<file path="config.mk">
export PLATFORM = sky130hd
export DESIGN_NAME = stopwatch_ctrl_flat
export DESIGN_NICKNAME = d
export VERILOG_FILES = /design/src/rtl/stopwatch_ctrl_pkg.sv /design/src/rtl/stopwatch_ctrl_if.sv /design/src/rtl/stopwatch_ctrl_key_debounce.sv /design/src/rtl/stopwatch_ctrl.sv /design/src/flat_wrapper.sv
export SDC_FILE = /design/constraint.sdc
export NUM_CORES = 1
export LEC_CHECK = 0
export CAP_MARGIN = 40
export CORE_UTILIZATION = 50
export CTS_CLUSTER_SIZE = 30
export DETAILED_ROUTE_END_ITERATION = 10
export PLACE_DENSITY_LB_ADDON = 0.2
export RECOVER_POWER = 25
export SLEW_MARGIN = 10
export SYNTH_ARGS = -nofsm -noshare
export SYNTH_HDL_FRONTEND = slang
export SYNTH_HIERARCHICAL = 1
export SYNTH_SLANG_ARGS = --single-unit
</file>
<file path="constraint.sdc">
create_clock -name Clock -period 2.58 [get_ports Clock]
set_clock_uncertainty 0.05 [all_clocks]
set_input_delay 0.258 -clock Clock [delete_from_list [all_inputs] [get_ports Clock]]
set_output_delay 0.258 -clock Clock [all_outputs]
set_load 0.02 [all_outputs]
</file>
<file path="src/rtl/stopwatch_ctrl_pkg.sv">
// Shared definitions for the stopwatch controller: state encoding, key roles
// and a width helper used to size counters.
package stopwatch_ctrl_pkg;

  typedef enum logic [1:0] {
    ST_IDLE  = 2'd0,
    ST_RUN   = 2'd1,
    ST_PAUSE = 2'd2
  } sw_state_e;

  localparam int KEY_START = 0;
  localparam int KEY_CLEAR = 1;
  localparam int KEY_LAP   = 2;
  localparam int NUM_KEYS  = 4;

  // $clog2 clamped to one bit so degenerate parameters still give a legal vector
  function automatic int cnt_width(input int n);
    return (n <= 2) ? 1 : $clog2(n);
  endfunction

endpackage

</file>
<file path="src/rtl/stopwatch_ctrl_if.sv">
// Key inputs and counter-control outputs of the stopwatch controller.
// master = controller side, slave = board/counter side.
interface stopwatch_ctrl_if;
  import stopwatch_ctrl_pkg::*;

  logic [NUM_KEYS-1:0] KEY;
  logic                count_en;
  logic                count_clr;
  logic                running;
  logic                hold;
  logic [1:0]          state;

  modport master (
    input  KEY,
    output count_en, count_clr, running, hold, state
  );

  modport slave (
    output KEY,
    input  count_en, count_clr, running, hold, state
  );

endinterface

</file>
<file path="src/rtl/stopwatch_ctrl_key_debounce.sv">
// One push-button: 2-flop synchroniser, consecutive-cycle debounce and a
// one-cycle press pulse on the debounced 1->0 edge.
module key_debounce
  import stopwatch_ctrl_pkg::*;
#(
  parameter int DEBOUNCE_CYCLES = 1000000
) (
  input  logic Clock,
  input  logic Reset,
  input  logic key_raw,
  output logic press
);

  localparam int CW = cnt_width(DEBOUNCE_CYCLES + 1);
  localparam logic [CW-1:0] CNT_LAST = CW'(DEBOUNCE_CYCLES - 1);

  logic          sync_1;
  logic          sync_2;
  logic          level;
  logic [CW-1:0] cnt;

  always_ff @(posedge Clock or posedge Reset) begin
    if (Reset) begin
      sync_1 <= 1'b1;
      sync_2 <= 1'b1;
      level  <= 1'b1;
      cnt    <= '0;
      press  <= 1'b0;
    end else begin
      sync_1 <= key_raw;
      sync_2 <= sync_1;
      press  <= 1'b0;
      // any cycle matching the accepted level restarts the stability run
      if (sync_2 != level) begin
        if (cnt == CNT_LAST) begin
          level <= sync_2;
          cnt   <= '0;
          press <= ~sync_2;
        end else begin
          cnt <= cnt + 1'b1;
        end
      end else begin
        cnt <= '0;
      end
    end
  end

endmodule

</file>
<file path="src/rtl/stopwatch_ctrl.sv">
// Stopwatch control FSM: debounced keys drive start/stop, clear and lap hold,
// and a prescaler generates the one-per-second count_en pulse.
//
//   state    | meaning
//   ---------+-------------------------------------------------------
//   ST_IDLE  | stopped, prescaler at 0, counter expected at 000
//   ST_RUN   | prescaler advancing, count_en on every wrap
//   ST_PAUSE | stopped, prescaler holds the partial second
module stopwatch_ctrl
  import stopwatch_ctrl_pkg::*;
#(
  parameter int TICK_DIV        = 50000000,
  parameter int DEBOUNCE_CYCLES = 1000000
) (
  input  logic Clock,
  input  logic Reset,
  stopwatch_ctrl_if.master bus
);

  localparam int PW = cnt_width(TICK_DIV);
  localparam logic [PW-1:0] PRESC_LAST = PW'(TICK_DIV - 1);

  logic ev_start;
  logic ev_clear;
  logic ev_lap;
  logic unused_key;

  assign unused_key = bus.KEY[NUM_KEYS-1];

  key_debounce #(.DEBOUNCE_CYCLES(DEBOUNCE_CYCLES)) u_db_start (
    .Clock   (Clock),
    .Reset   (Reset),
    .key_raw (bus.KEY[KEY_START]),
    .press   (ev_start)
  );

  key_debounce #(.DEBOUNCE_CYCLES(DEBOUNCE_CYCLES)) u_db_clear (
    .Clock   (Clock),
    .Reset   (Reset),
    .key_raw (bus.KEY[KEY_CLEAR]),
    .press   (ev_clear)
  );

  key_debounce #(.DEBOUNCE_CYCLES(DEBOUNCE_CYCLES)) u_db_lap (
    .Clock   (Clock),
    .Reset   (Reset),
    .key_raw (bus.KEY[KEY_LAP]),
    .press   (ev_lap)
  );

  sw_state_e     state_q;
  logic [PW-1:0] presc;
  logic          count_en_q;
  logic          count_clr_q;
  logic          running_q;
  logic          hold_q;

  always_ff @(posedge Clock or posedge Reset) begin
    if (Reset) begin
      state_q     <= ST_IDLE;
      presc       <= '0;
      count_en_q  <= 1'b0;
      count_clr_q <= 1'b0;
      running_q   <= 1'b0;
      hold_q      <= 1'b0;
    end else begin
      count_en_q  <= 1'b0;
      count_clr_q <= 1'b0;
      if (ev_clear) begin
        // clear outranks a simultaneous start and suppresses a coincident tick
        count_clr_q <= 1'b1;
        hold_q      <= 1'b0;
        presc       <= '0;
        state_q     <= (state_q == ST_RUN) ? ST_RUN : ST_IDLE;
        running_q   <= (state_q == ST_RUN);
      end else if (ev_start) begin
        case (state_q)
          ST_IDLE: begin
            state_q   <= ST_RUN;
            running_q <= 1'b1;
            presc     <= '0;
          end
          ST_RUN: begin
            state_q   <= ST_PAUSE;
            running_q <= 1'b0;
            hold_q    <= 1'b0;
          end
          ST_PAUSE: begin
            state_q   <= ST_RUN;
            running_q <= 1'b1;
          end
          default: begin
            state_q   <= ST_IDLE;
            running_q <= 1'b0;
            presc     <= '0;
            hold_q    <= 1'b0;
          end
        endcase
      end else if (state_q == ST_RUN) begin
        if (presc == PRESC_LAST) begin
          presc      <= '0;
          count_en_q <= 1'b1;
        end else begin
          presc <= presc + 1'b1;
        end
        if (ev_lap) begin
          hold_q <= ~hold_q;
        end
      end
    end
  end

  assign bus.state     = state_q;
  assign bus.count_en  = count_en_q;
  assign bus.count_clr = count_clr_q;
  assign bus.running   = running_q;
  assign bus.hold      = hold_q;

endmodule

</file>
<file path="src/flat_wrapper.sv">
// flat-port wrapper written by rule: the top's interface ports become plain ports
module stopwatch_ctrl_flat import stopwatch_ctrl_pkg::*;
#(
  parameter int TICK_DIV        = 50000000,
  parameter int DEBOUNCE_CYCLES = 1000000
)
  (Clock, Reset, bus_KEY, bus_count_en, bus_count_clr, bus_running, bus_hold, bus_state);
  stopwatch_ctrl_if bus_i ();
  input  logic Clock;
  input  logic Reset;
  input wire logic [$bits(bus_i.KEY)-1:0] bus_KEY;
  output wire logic [$bits(bus_i.count_en)-1:0] bus_count_en;
  output wire logic [$bits(bus_i.count_clr)-1:0] bus_count_clr;
  output wire logic [$bits(bus_i.running)-1:0] bus_running;
  output wire logic [$bits(bus_i.hold)-1:0] bus_hold;
  output wire logic [$bits(bus_i.state)-1:0] bus_state;
  assign bus_i.KEY = bus_KEY;
  assign bus_count_en = bus_i.count_en;
  assign bus_count_clr = bus_i.count_clr;
  assign bus_running = bus_i.running;
  assign bus_hold = bus_i.hold;
  assign bus_state = bus_i.state;
  stopwatch_ctrl #(.TICK_DIV(TICK_DIV), .DEBOUNCE_CYCLES(DEBOUNCE_CYCLES)) u_core (.Clock(Clock), .Reset(Reset), .bus(bus_i));
endmodule
</file>
==> metrics.txt, run 1 <==
# TYPE chip_impl_metric gauge
chip_impl_metric{name="synth_async_sr_flop_share",unit=""} 1.000
chip_impl_metric{name="routedWlPerCell",unit="um"} 14.50
chip_impl_metric{name="rr_worst_depth",unit=""} 7
chip_impl_metric{name="utilization",unit=""} 0.5577
chip_impl_metric{name="grt_pass1_wl",unit="mm"} 17.33
chip_impl_metric{name="timing.critical_path.required",unit="ns"} 2.84
chip_impl_metric{name="die_y",unit="um"} 105.4
chip_impl_metric{name="critical_path_buf_inv_count",unit=""} 1
chip_impl_metric{name="worst_skew_pair.late_latency",unit="ns"} 0.39
chip_impl_metric{name="clk_path_buf_depth",unit=""} 2
chip_impl_info{name="timing.critical_path.max_delay_family",value="simple AND/OR/NAND/NOR gates"} 1
chip_impl_info{name="worstHoldStart",value="u_core/u_db_clear/sync_1"} 1
chip_impl_info{name="most-common-layout-cells",value="sky130_fd_sc_hd__dfrtp_1, sky130_fd_sc_hd__nor2_1, sky130_fd_sc_hd__nand2_1"} 1
chip_impl_metric{name="r2r_slack",unit="ns"} 0.39
chip_impl_metric{name="fp-row-count",unit=""} 37
chip_impl_metric{name="critPathArrivalTime",unit="ns"} 2.45
chip_impl_metric{name="sequential_share_of_power",unit=""} 0.613
chip_impl_info{name="cp_cell_sequence",value="inv_1, ha_1, and2b_4, o311a_1, nand3_1, or3_1, a21oi_1"} 1
chip_impl_metric{name="synth-edff-count",unit=""} 0
chip_impl_metric{name="timing.final.setup_violations",unit=""} 0
chip_impl_metric{name="setup_total_negative_slack",unit="ns"} 0
chip_impl_metric{name="cts_made_buffers",unit=""} 9
chip_impl_metric{name="achievable_frequency",unit="MHz"} 456.1
chip_impl_info{name="crit_slowest_cell",value="sky130_fd_sc_hd__dfrtp_1"} 1
chip_impl_metric{name="start_util",unit=""} 0.5158
chip_impl_metric{name="port-buffer-count",unit=""} 10
chip_impl_metric{name="design.portCount",unit=""} 12
chip_impl_metric{name="post_layout_nonfiller_instances",unit=""} 676
chip_impl_metric{name="slew_hr",unit=""} 0.1406
chip_impl_metric{name="cts.hold.buffers_added",unit=""} 0
chip_impl_metric{name="timing.final.max_slew_violations",unit=""} 0
chip_impl_metric{name="global_route.usage.total",unit=""} 0.1962
chip_impl_metric{name="worst-path-max-fanout",unit=""} 6
chip_impl_metric{name="yosys_warnings",unit=""} 6
chip_impl_metric{name="wl",unit="mm"} 9.802
chip_impl_metric{name="drive_above_1_share",unit=""} 0.1296
chip_impl_info{name="setup.worst_path.start_class",value="register"} 1
chip_impl_info{name="dominantRegCellSynth",value="sky130_fd_sc_hd__dfrtp_1"} 1
chip_impl_metric{name="place.detailed.instances",unit=""} 660
chip_impl_metric{name="final_hold_viol_count",unit=""} 0
chip_impl_info{name="regToRegEndpoint",value="u_core/presc[25]"} 1
chip_impl_metric{name="final_cell_area_excluding_filler_cells",unit="mm^2"} 0.005783
chip_impl_metric{name="gr-total-overflow",unit=""} 0
chip_impl_metric{name="drt-vias-per-instance",unit=""} 5.607
chip_impl_metric{name="slew_of_the_pin_with_the_lowest_slew_margin",unit="ns"} 1.289
chip_impl_metric{name="timing.final.crit_share",unit=""} 0.8497
chip_impl_metric{name="drt_pass1_iterations",unit=""} 4
chip_impl_metric{name="place.detailed.hpwl",unit="mm"} 6.754
chip_impl_info{name="tritoncts_clock_tree",value="yes"} 1
chip_impl_info{name="timing.rr.start",value="u_core/bus.state[0]"} 1
chip_impl_metric{name="p_clk_frac",unit=""} 0.355
chip_impl_metric{name="avgSynthCellArea",unit="um^2"} 10.35
chip_impl_metric{name="floorplan.core_area",unit="mm^2"} 0.01037
chip_impl_metric{name="power.switching_fraction",unit=""} 0.2461
chip_impl_metric{name="drc",unit=""} 0
chip_impl_metric{name="net-switching-power",unit="mW"} 0.6608
chip_impl_metric{name="comb_power_share",unit=""} 0.032
chip_impl_metric{name="totalPowerFinal",unit="mW"} 2.685
chip_impl_metric{name="critical_path.max_stage_delay",unit="ns"} 0.48
chip_impl_info{name="most_common_library_cell_in_the_layout_ignoring_fill_and_taps",value="sky130_fd_sc_hd__dfrtp_1"} 1
chip_impl_metric{name="post-cts-setup-buffer-count",unit=""} 0
chip_impl_metric{name="yosysSeqAreaShare",unit=""} 0.4840
chip_impl_metric{name="number_of_vias_in_the_routed_layout",unit=""} 3790
chip_impl_info{name="whs_endpoint",value="u_core/u_db_clear/sync_2"} 1
chip_impl_metric{name="internal-power",unit="mW"} 2.025
chip_impl_info{name="timing.critical_path.to_type",value="register"} 1
chip_impl_metric{name="gp_congestion",unit=""} 0.8363
chip_impl_metric{name="hold_path_depth",unit=""} 0
chip_impl_info{name="run_status",value="completed"} 1
chip_impl_info{name="rsz_0062_raised_after_global_routing",value="no"} 1
chip_impl_info{name="worstSetupPathType",value="reg2reg"} 1
chip_impl_metric{name="design.final.nets",unit=""} 549
chip_impl_metric{name="pin_count_of_the_biggest_net_entering_global_routing",unit=""} 32
chip_impl_metric{name="clock-sinks",unit=""} 103
chip_impl_metric{name="via_count_of_the_first_global_routing_pass",unit=""} 3771
chip_impl_metric{name="post_dp_cell_area",unit="mm^2"} 0.005615
chip_impl_metric{name="period_needed",unit="ns"} 2.192
chip_impl_metric{name="detailed_router_s_first_iteration_violation_count",unit=""} 140
chip_impl_metric{name="yosys_register_bits",unit=""} 103
chip_impl_metric{name="antenna_found_initial",unit=""} 0
chip_impl_metric{name="ir_worst_vdd",unit="uV"} 462.7
chip_impl_metric{name="cts-htree-levels",unit=""} 3
chip_impl_metric{name="syn2layout_area_growth",unit="%"} 8.117
chip_impl_metric{name="x_dimension_of_the_die",unit="um"} 105.4
chip_impl_metric{name="final.fill_count",unit=""} 927
chip_impl_info{name="hold_class",value="reg2reg"} 1
chip_impl_metric{name="drv.max_cap_violation_count",unit=""} 0
chip_impl_metric{name="power.static_leakage",unit="nW"} 2.368
chip_impl_metric{name="powerDensity",unit="mW/mm^2"} 464.4
chip_impl_metric{name="fp.dieArea",unit="mm^2"} 0.01112
chip_impl_info{name="clock-root-buffer",value="sky130_fd_sc_hd__clkbuf_8"} 1
chip_impl_metric{name="syn_area",unit="mm^2"} 0.005349
chip_impl_metric{name="clk_pin_slew_worst_paths",unit="ns"} 0.11
chip_impl_metric{name="antenna-diode-count",unit=""} 0
chip_impl_metric{name="synthesized_netlist_cell_count",unit=""} 517
chip_impl_metric{name="route.antenna.remaining_nets",unit=""} 0
chip_impl_metric{name="postSynthNetCount",unit=""} 531
chip_impl_metric{name="cts-resized-gates",unit=""} 0
chip_impl_metric{name="post_synth_num_cell_types",unit=""} 51
[cell usage after synthesis (3+ instances only)]
| cell | n | area (um^2) |
|---|---|---|
| sky130_fd_sc_hd__a21oi_1 | 22 | 110.1 |
| sky130_fd_sc_hd__and2_1 | 3 | 18.77 |
| sky130_fd_sc_hd__and3_1 | 8 | 50.05 |
| sky130_fd_sc_hd__and4_1 | 7 | 61.31 |
| sky130_fd_sc_hd__buf_2 | 6 | 30.03 |
| sky130_fd_sc_hd__buf_4 | 3 | 22.52 |
| sky130_fd_sc_hd__dfrtp_1 | 94 | 2352 |
| sky130_fd_sc_hd__dfstp_2 | 9 | 236.5 |
| sky130_fd_sc_hd__ha_1 | 8 | 100.1 |
| sky130_fd_sc_hd__inv_1 | 15 | 56.30 |
| sky130_fd_sc_hd__mux2i_1 | 3 | 30.03 |
| sky130_fd_sc_hd__nand2_1 | 37 | 138.9 |
| sky130_fd_sc_hd__nand3_1 | 31 | 155.2 |
| sky130_fd_sc_hd__nand3_2 | 5 | 50.05 |
| sky130_fd_sc_hd__nand4_1 | 12 | 75.07 |
| sky130_fd_sc_hd__nand4_2 | 7 | 87.58 |
| sky130_fd_sc_hd__nand4bb_1 | 3 | 33.78 |
| sky130_fd_sc_hd__nor2_1 | 77 | 289.0 |
| sky130_fd_sc_hd__nor3_1 | 10 | 50.05 |
| sky130_fd_sc_hd__nor3b_1 | 4 | 30.03 |
| sky130_fd_sc_hd__nor4_1 | 6 | 37.54 |
| sky130_fd_sc_hd__nor4_2 | 8 | 100.1 |
| sky130_fd_sc_hd__o21ai_0 | 9 | 45.04 |
| sky130_fd_sc_hd__o31ai_1 | 11 | 82.58 |
| sky130_fd_sc_hd__o41ai_4 | 3 | 82.58 |
| sky130_fd_sc_hd__or2_1 | 3 | 18.77 |
| sky130_fd_sc_hd__or3_1 | 8 | 50.05 |
| sky130_fd_sc_hd__or4_1 | 13 | 97.59 |
| sky130_fd_sc_hd__xnor2_1 | 31 | 271.5 |
| sky130_fd_sc_hd__xor2_1 | 31 | 271.5 |
[flip-flops by register name (all words and copies together), names as in the netlist, 2 cells and up]
signal,flops
u_core/bus.state,2
u_core/presc,26
u_core/u_db_clear/cnt,20
u_core/u_db_lap/cnt,20
u_core/u_db_start/cnt,20
[routing by layer]
layer  global-route usage  vias to the layer above  share of wire
met5                    0                        -              0
li1                     -                     1869              -
met2               0.3144                       36           0.47
met4              0.06237                        0          0.013
met1               0.2513                     1871           0.48
met3              0.06494                       14          0.036
[cells by family after synthesis]
group / count (synthesis) / share of synthesized area
xor gates and xnor gates: 62 / 0.1015
muxes: 6 / 0.01333
AOI/OAI and AO/OA: 53 / 0.07790
adders and majority gates: 8 / 0.01871
DFF: 103 / 0.4840
buffers and inverters: 27 / 0.02386
and+or+nand+nor: 258 / 0.2807
[worst reg2reg max path, cell delays in order, from the launching register on]
cell and delay (ns):
sky130_fd_sc_hd__dfrtp_1 0.48, sky130_fd_sc_hd__inv_1 0.10, sky130_fd_sc_hd__ha_1 0.29, sky130_fd_sc_hd__and2b_4 0.29, sky130_fd_sc_hd__o311a_1 0.34, sky130_fd_sc_hd__nand3_1 0.12, sky130_fd_sc_hd__or3_1 0.31, sky130_fd_sc_hd__a21oi_1 0.14
[metrics by stage]
step                      hold WS, ns  setup slack (ns)
after floorplan                0.2125            0.5168
after global placement         0.2967            0.4593
after detailed placement       0.2968            0.4190
after CTS                      0.1902            0.3911
after global routing           0.3138            0.2322
final                          0.3107            0.3877
[area by class of cell]
type / count / area, um^2 / share of cell area
sequential: 103 / 2589 / 0.4476
tap: 136 / 170.2 / 0.02942
inverter: 15 / 56.30 / 0.009736
clock buffer: 9 / 123.9 / 0.02142
timing repair buffer: 19 / 156.4 / 0.02704
multi-input combinational: 387 / 2633 / 0.4552
clock inverter: 7 / 55.05 / 0.009520
[power by group through the flow]
| stage | Sequential, mW | Clock (mW) | Combinational (mW) |
|---|---|---|---|
| floorplan | 1.68 | 0 | 0.0599 |
| global placement | 1.68 | 0 | 0.0903 |
| detailed placement | 1.68 | 0 | 0.0910 |
| CTS | 1.65 | 1.00 | 0.0920 |
| global route | 1.65 | 1.05 | 0.0992 |
| finish | 1.65 | 0.953 | 0.0850 |
[how the worst max path moves through the flow]
stage,slack (ns),cells after the start,to,startpoint
3_3_place_gp,0.46,7,u_core/presc[11],u_core/bus.state[0]
3_5_place_dp,0.42,7,u_core/presc[11],u_core/bus.state[0]
5_1_grt,0.23,7,u_core/presc[25],u_core/bus.state[0]
2_1_floorplan,0.52,7,u_core/presc[11],u_core/bus.state[0]
4_1_cts,0.39,7,u_core/presc[25],u_core/bus.state[0]
6_report,0.39,7,u_core/presc[25],u_core/bus.state[0]
(Power assumes the default switching activity.)
==> run 2, diff against run 1 <==
Clock period 2.58 ns to 1.8 ns, I/O delays scaled along.
==> run 2 against run 1 <==
Against the previous run:
- the flow now finishes with violations (setup timing)
- critical path depth up 2
- sequential power increased by 43%
- fmax grew 12%
- count of clock-buffer cells in the layout up 1
- sequential share of layout area is 9.4 points lower
- non-clock buffer count increased by 112
- worst setup slack got worse by 0.54 ns
- clock power up 58%
- critical path type unchanged
- largest cell class unchanged
- largest power group unchanged
==> metrics.txt, run 2 (synthesis results as in run 1) <==
# TYPE chip_impl_metric gauge
chip_impl_metric{name="ir_worst_vdd",unit="uV"} 513.8
chip_impl_info{name="hold_class",value="in2reg"} 1
chip_impl_info{name="run_status",value="finished, violations left"} 1
chip_impl_metric{name="number_of_vias_in_the_routed_layout",unit=""} 4416
chip_impl_metric{name="fp-row-count",unit=""} 37
chip_impl_info{name="rsz_0062_raised_after_global_routing",value="yes"} 1
chip_impl_metric{name="worst_skew_pair.late_latency",unit="ns"} 0.39
chip_impl_info{name="timing.rr.start",value="u_core/bus.state[1]"} 1
chip_impl_metric{name="gr-total-overflow",unit=""} 0
chip_impl_metric{name="clock-sinks",unit=""} 103
chip_impl_metric{name="clk_path_buf_depth",unit=""} 2
chip_impl_metric{name="hold_path_depth",unit=""} 1
chip_impl_metric{name="largest_register_ff_count",unit=""} 26
chip_impl_info{name="failed_checks",value="setup timing"} 1
chip_impl_metric{name="critPathArrivalTime",unit="ns"} 2.17
chip_impl_metric{name="x_dimension_of_the_die",unit="um"} 105.4
chip_impl_metric{name="timing.final.max_slew_violations",unit=""} 0
chip_impl_metric{name="start_util",unit=""} 0.5158
chip_impl_metric{name="worst-path-max-fanout",unit=""} 5
chip_impl_metric{name="wl",unit="mm"} 12.95
chip_impl_metric{name="cts-htree-levels",unit=""} 3
chip_impl_metric{name="clk_pin_slew_worst_paths",unit="ns"} 0.10
chip_impl_metric{name="pin_count_of_the_biggest_net_entering_global_routing",unit=""} 32
chip_impl_metric{name="floorplan.core_area",unit="mm^2"} 0.01037
chip_impl_metric{name="cts_made_buffers",unit=""} 9
chip_impl_metric{name="achievable_frequency",unit="MHz"} 512.6
chip_impl_metric{name="drive_above_1_share",unit=""} 0.4126
chip_impl_metric{name="design.portCount",unit=""} 12
chip_impl_info{name="timing.critical_path.to_type",value="register"} 1
chip_impl_metric{name="routedWlPerCell",unit="um"} 16.44
chip_impl_metric{name="antenna_found_initial",unit=""} 0
chip_impl_metric{name="drv.max_cap_violation_count",unit=""} 0
chip_impl_metric{name="pre_cts_ws",unit="ns"} -0.1019
chip_impl_metric{name="r2r_slack",unit="ns"} -0.15
chip_impl_info{name="timing.critical_path.from",value="u_core/bus.state[1]"} 1
chip_impl_metric{name="syn2layout_area_growth",unit="%"} 36.98
chip_impl_metric{name="place.detailed.hpwl",unit="mm"} 8.167
chip_impl_metric{name="powerDensity",unit="mW/mm^2"} 554.2
chip_impl_metric{name="timing.final.setup_violations",unit=""} 52
chip_impl_metric{name="detailed_router_s_first_iteration_violation_count",unit=""} 139
chip_impl_info{name="most_common_library_cell_in_the_layout_ignoring_fill_and_taps",value="sky130_fd_sc_hd__buf_4"} 1
chip_impl_metric{name="drt-vias-per-instance",unit=""} 5.604
chip_impl_metric{name="global_route.usage.total",unit=""} 0.2381
chip_impl_metric{name="setup_total_negative_slack",unit="ns"} -2.122
chip_impl_metric{name="port-buffer-count",unit=""} 10
chip_impl_info{name="regToRegEndpoint",value="u_core/presc[14]"} 1
chip_impl_info{name="tritoncts_clock_tree",value="yes"} 1
chip_impl_metric{name="final_hold_viol_count",unit=""} 0
chip_impl_metric{name="fp.dieArea",unit="mm^2"} 0.01112
chip_impl_metric{name="antenna-diode-count",unit=""} 0
chip_impl_metric{name="drt_pass1_iterations",unit=""} 4
chip_impl_metric{name="power.static_leakage",unit="nW"} 3.110
chip_impl_info{name="setup.worst_path.end",value="u_core/presc[14]"} 1
chip_impl_metric{name="slew_hr",unit=""} 0.5040
chip_impl_info{name="most-common-layout-cells",value="sky130_fd_sc_hd__buf_4, sky130_fd_sc_hd__dfrtp_1, sky130_fd_sc_hd__nor2_1"} 1
chip_impl_metric{name="drc",unit=""} 0
chip_impl_metric{name="gp_congestion",unit=""} 0.7994
chip_impl_metric{name="final.fill_count",unit=""} 769
chip_impl_info{name="largest_register",value="u_core/presc"} 1
chip_impl_info{name="worstSetupPathType",value="reg2reg"} 1
chip_impl_metric{name="period_needed",unit="ns"} 1.951
chip_impl_info{name="clock-root-buffer",value="sky130_fd_sc_hd__clkbuf_8"} 1
chip_impl_info{name="setup.worst_path.start_class",value="register"} 1
chip_impl_metric{name="cts.hold.buffers_added",unit=""} 0
chip_impl_metric{name="slew_of_the_pin_with_the_lowest_slew_margin",unit="ns"} 0.7441
chip_impl_metric{name="timing.final.crit_share",unit=""} 1.084
chip_impl_metric{name="post_route_worst_setup_slack",unit="ns"} -0.1508
chip_impl_metric{name="rr_worst_depth",unit=""} 9
chip_impl_metric{name="design.final.nets",unit=""} 661
chip_impl_metric{name="via_count_of_the_first_global_routing_pass",unit=""} 4435
chip_impl_metric{name="timing.critical_path.required",unit="ns"} 2.02
chip_impl_metric{name="route.antenna.remaining_nets",unit=""} 0
chip_impl_metric{name="die_y",unit="um"} 105.4
chip_impl_metric{name="grt_pass1_wl",unit="mm"} 20.98
## run 2: cell types whose count changed in the layout (fill, tap and decap cells not counted), moves of 10 or more
cell,delta
sky130_fd_sc_hd__buf_4,+87
sky130_fd_sc_hd__nor2_1,-32
sky130_fd_sc_hd__nor2_2,+20
sky130_fd_sc_hd__buf_6,+19
sky130_fd_sc_hd__nor2_4,+12
sky130_fd_sc_hd__a21oi_1,-11
sky130_fd_sc_hd__a21oi_2,+10
## run 2: worst min path at each step
stage	endpoint	startpoint
2_1_floorplan	u_core/u_db_clear/sync_1	bus_KEY[1]
3_3_place_gp	u_core/u_db_clear/sync_2	u_core/u_db_clear/sync_1
3_5_place_dp	u_core/u_db_lap/sync_2	u_core/u_db_lap/sync_1
4_1_cts	u_core/u_db_clear/sync_1	bus_KEY[1]
5_1_grt	u_core/u_db_lap/sync_1	bus_KEY[2]
6_report	u_core/u_db_clear/sync_1	bus_KEY[1]
## run 2: worst max-delay path: stages, from the launching register on
cell                       delay (ns)
sky130_fd_sc_hd__dfrtp_2         0.40
sky130_fd_sc_hd__inv_4           0.05
sky130_fd_sc_hd__ha_4            0.26
sky130_fd_sc_hd__and2b_4         0.21
sky130_fd_sc_hd__buf_6           0.12
sky130_fd_sc_hd__o311ai_4        0.33
sky130_fd_sc_hd__buf_6           0.17
sky130_fd_sc_hd__nor2_4          0.04
sky130_fd_sc_hd__xnor2_1         0.15
sky130_fd_sc_hd__nor2_1          0.06
## run 2: per-stage QoR
step / utilization / total power [mW] / instance area [um^2] / cells / hold slack, ns
2_1_floorplan: - / 2.488 / 5381 / 517 / 0.1345
3_3_place_gp: 0.6023 / 2.544 / 6246 / 740 / 0.2953
3_5_place_dp: 0.6023 / 2.547 / 6246 / 740 / 0.2968
4_1_cts: 0.6591 / 4.081 / 6835 / 777 / 0.1209
5_1_grt: 0.7066 / 4.210 / 7327 / 788 / 0.2528
6_report: 0.7066 / 4.061 / 7327 / 788 / 0.2792
## run 2: power by group
part / leakage (nW) / switching (mW) / total [mW] / internal (mW)
registers: 1.40 / 0.0224 / 2.36 / 2.34
clock network: 0.105 / 0.844 / 1.51 / 0.668
logic: 1.61 / 0.110 / 0.184 / 0.0739
total: 3.11 / 0.977 / 4.06 / 3.08
## run 2: timing repair
| action | 4_1_cts | 5_1_grt |
|---|---|---|
| resized for setup | 47 | 99 |
| setup endpoints to repair | 40 | 84 |
| hold endpoints to repair | 0 | 0 |
| setup buffers | 18 | 9 |
| pin swaps | 37 | 48 |
| gates cloned | 4 | 2 |
## run 2: final cells by class
class	count	area, um^2	area share
flip-flops and latches	103	2591	0.3537
repair buffers	131	1150	0.1569
clock inverters	6	75.07	0.01025
multi-input cells	387	3154	0.4305
well taps	136	170.2	0.02322
clock buffers	10	127.6	0.01742
inverters	15	58.81	0.008026
## run 2: metal layers
layer	wire [um]	global-route usage	vias to the layer above	part of all wire
met2	6823	0.4164	80	0.53
met1	5379	0.2950	2197	0.42
li1	-	-	2106	-
met5	0	0	-	0
met4	284	0.06237	0	0.022
met3	468	0.05566	33	0.036
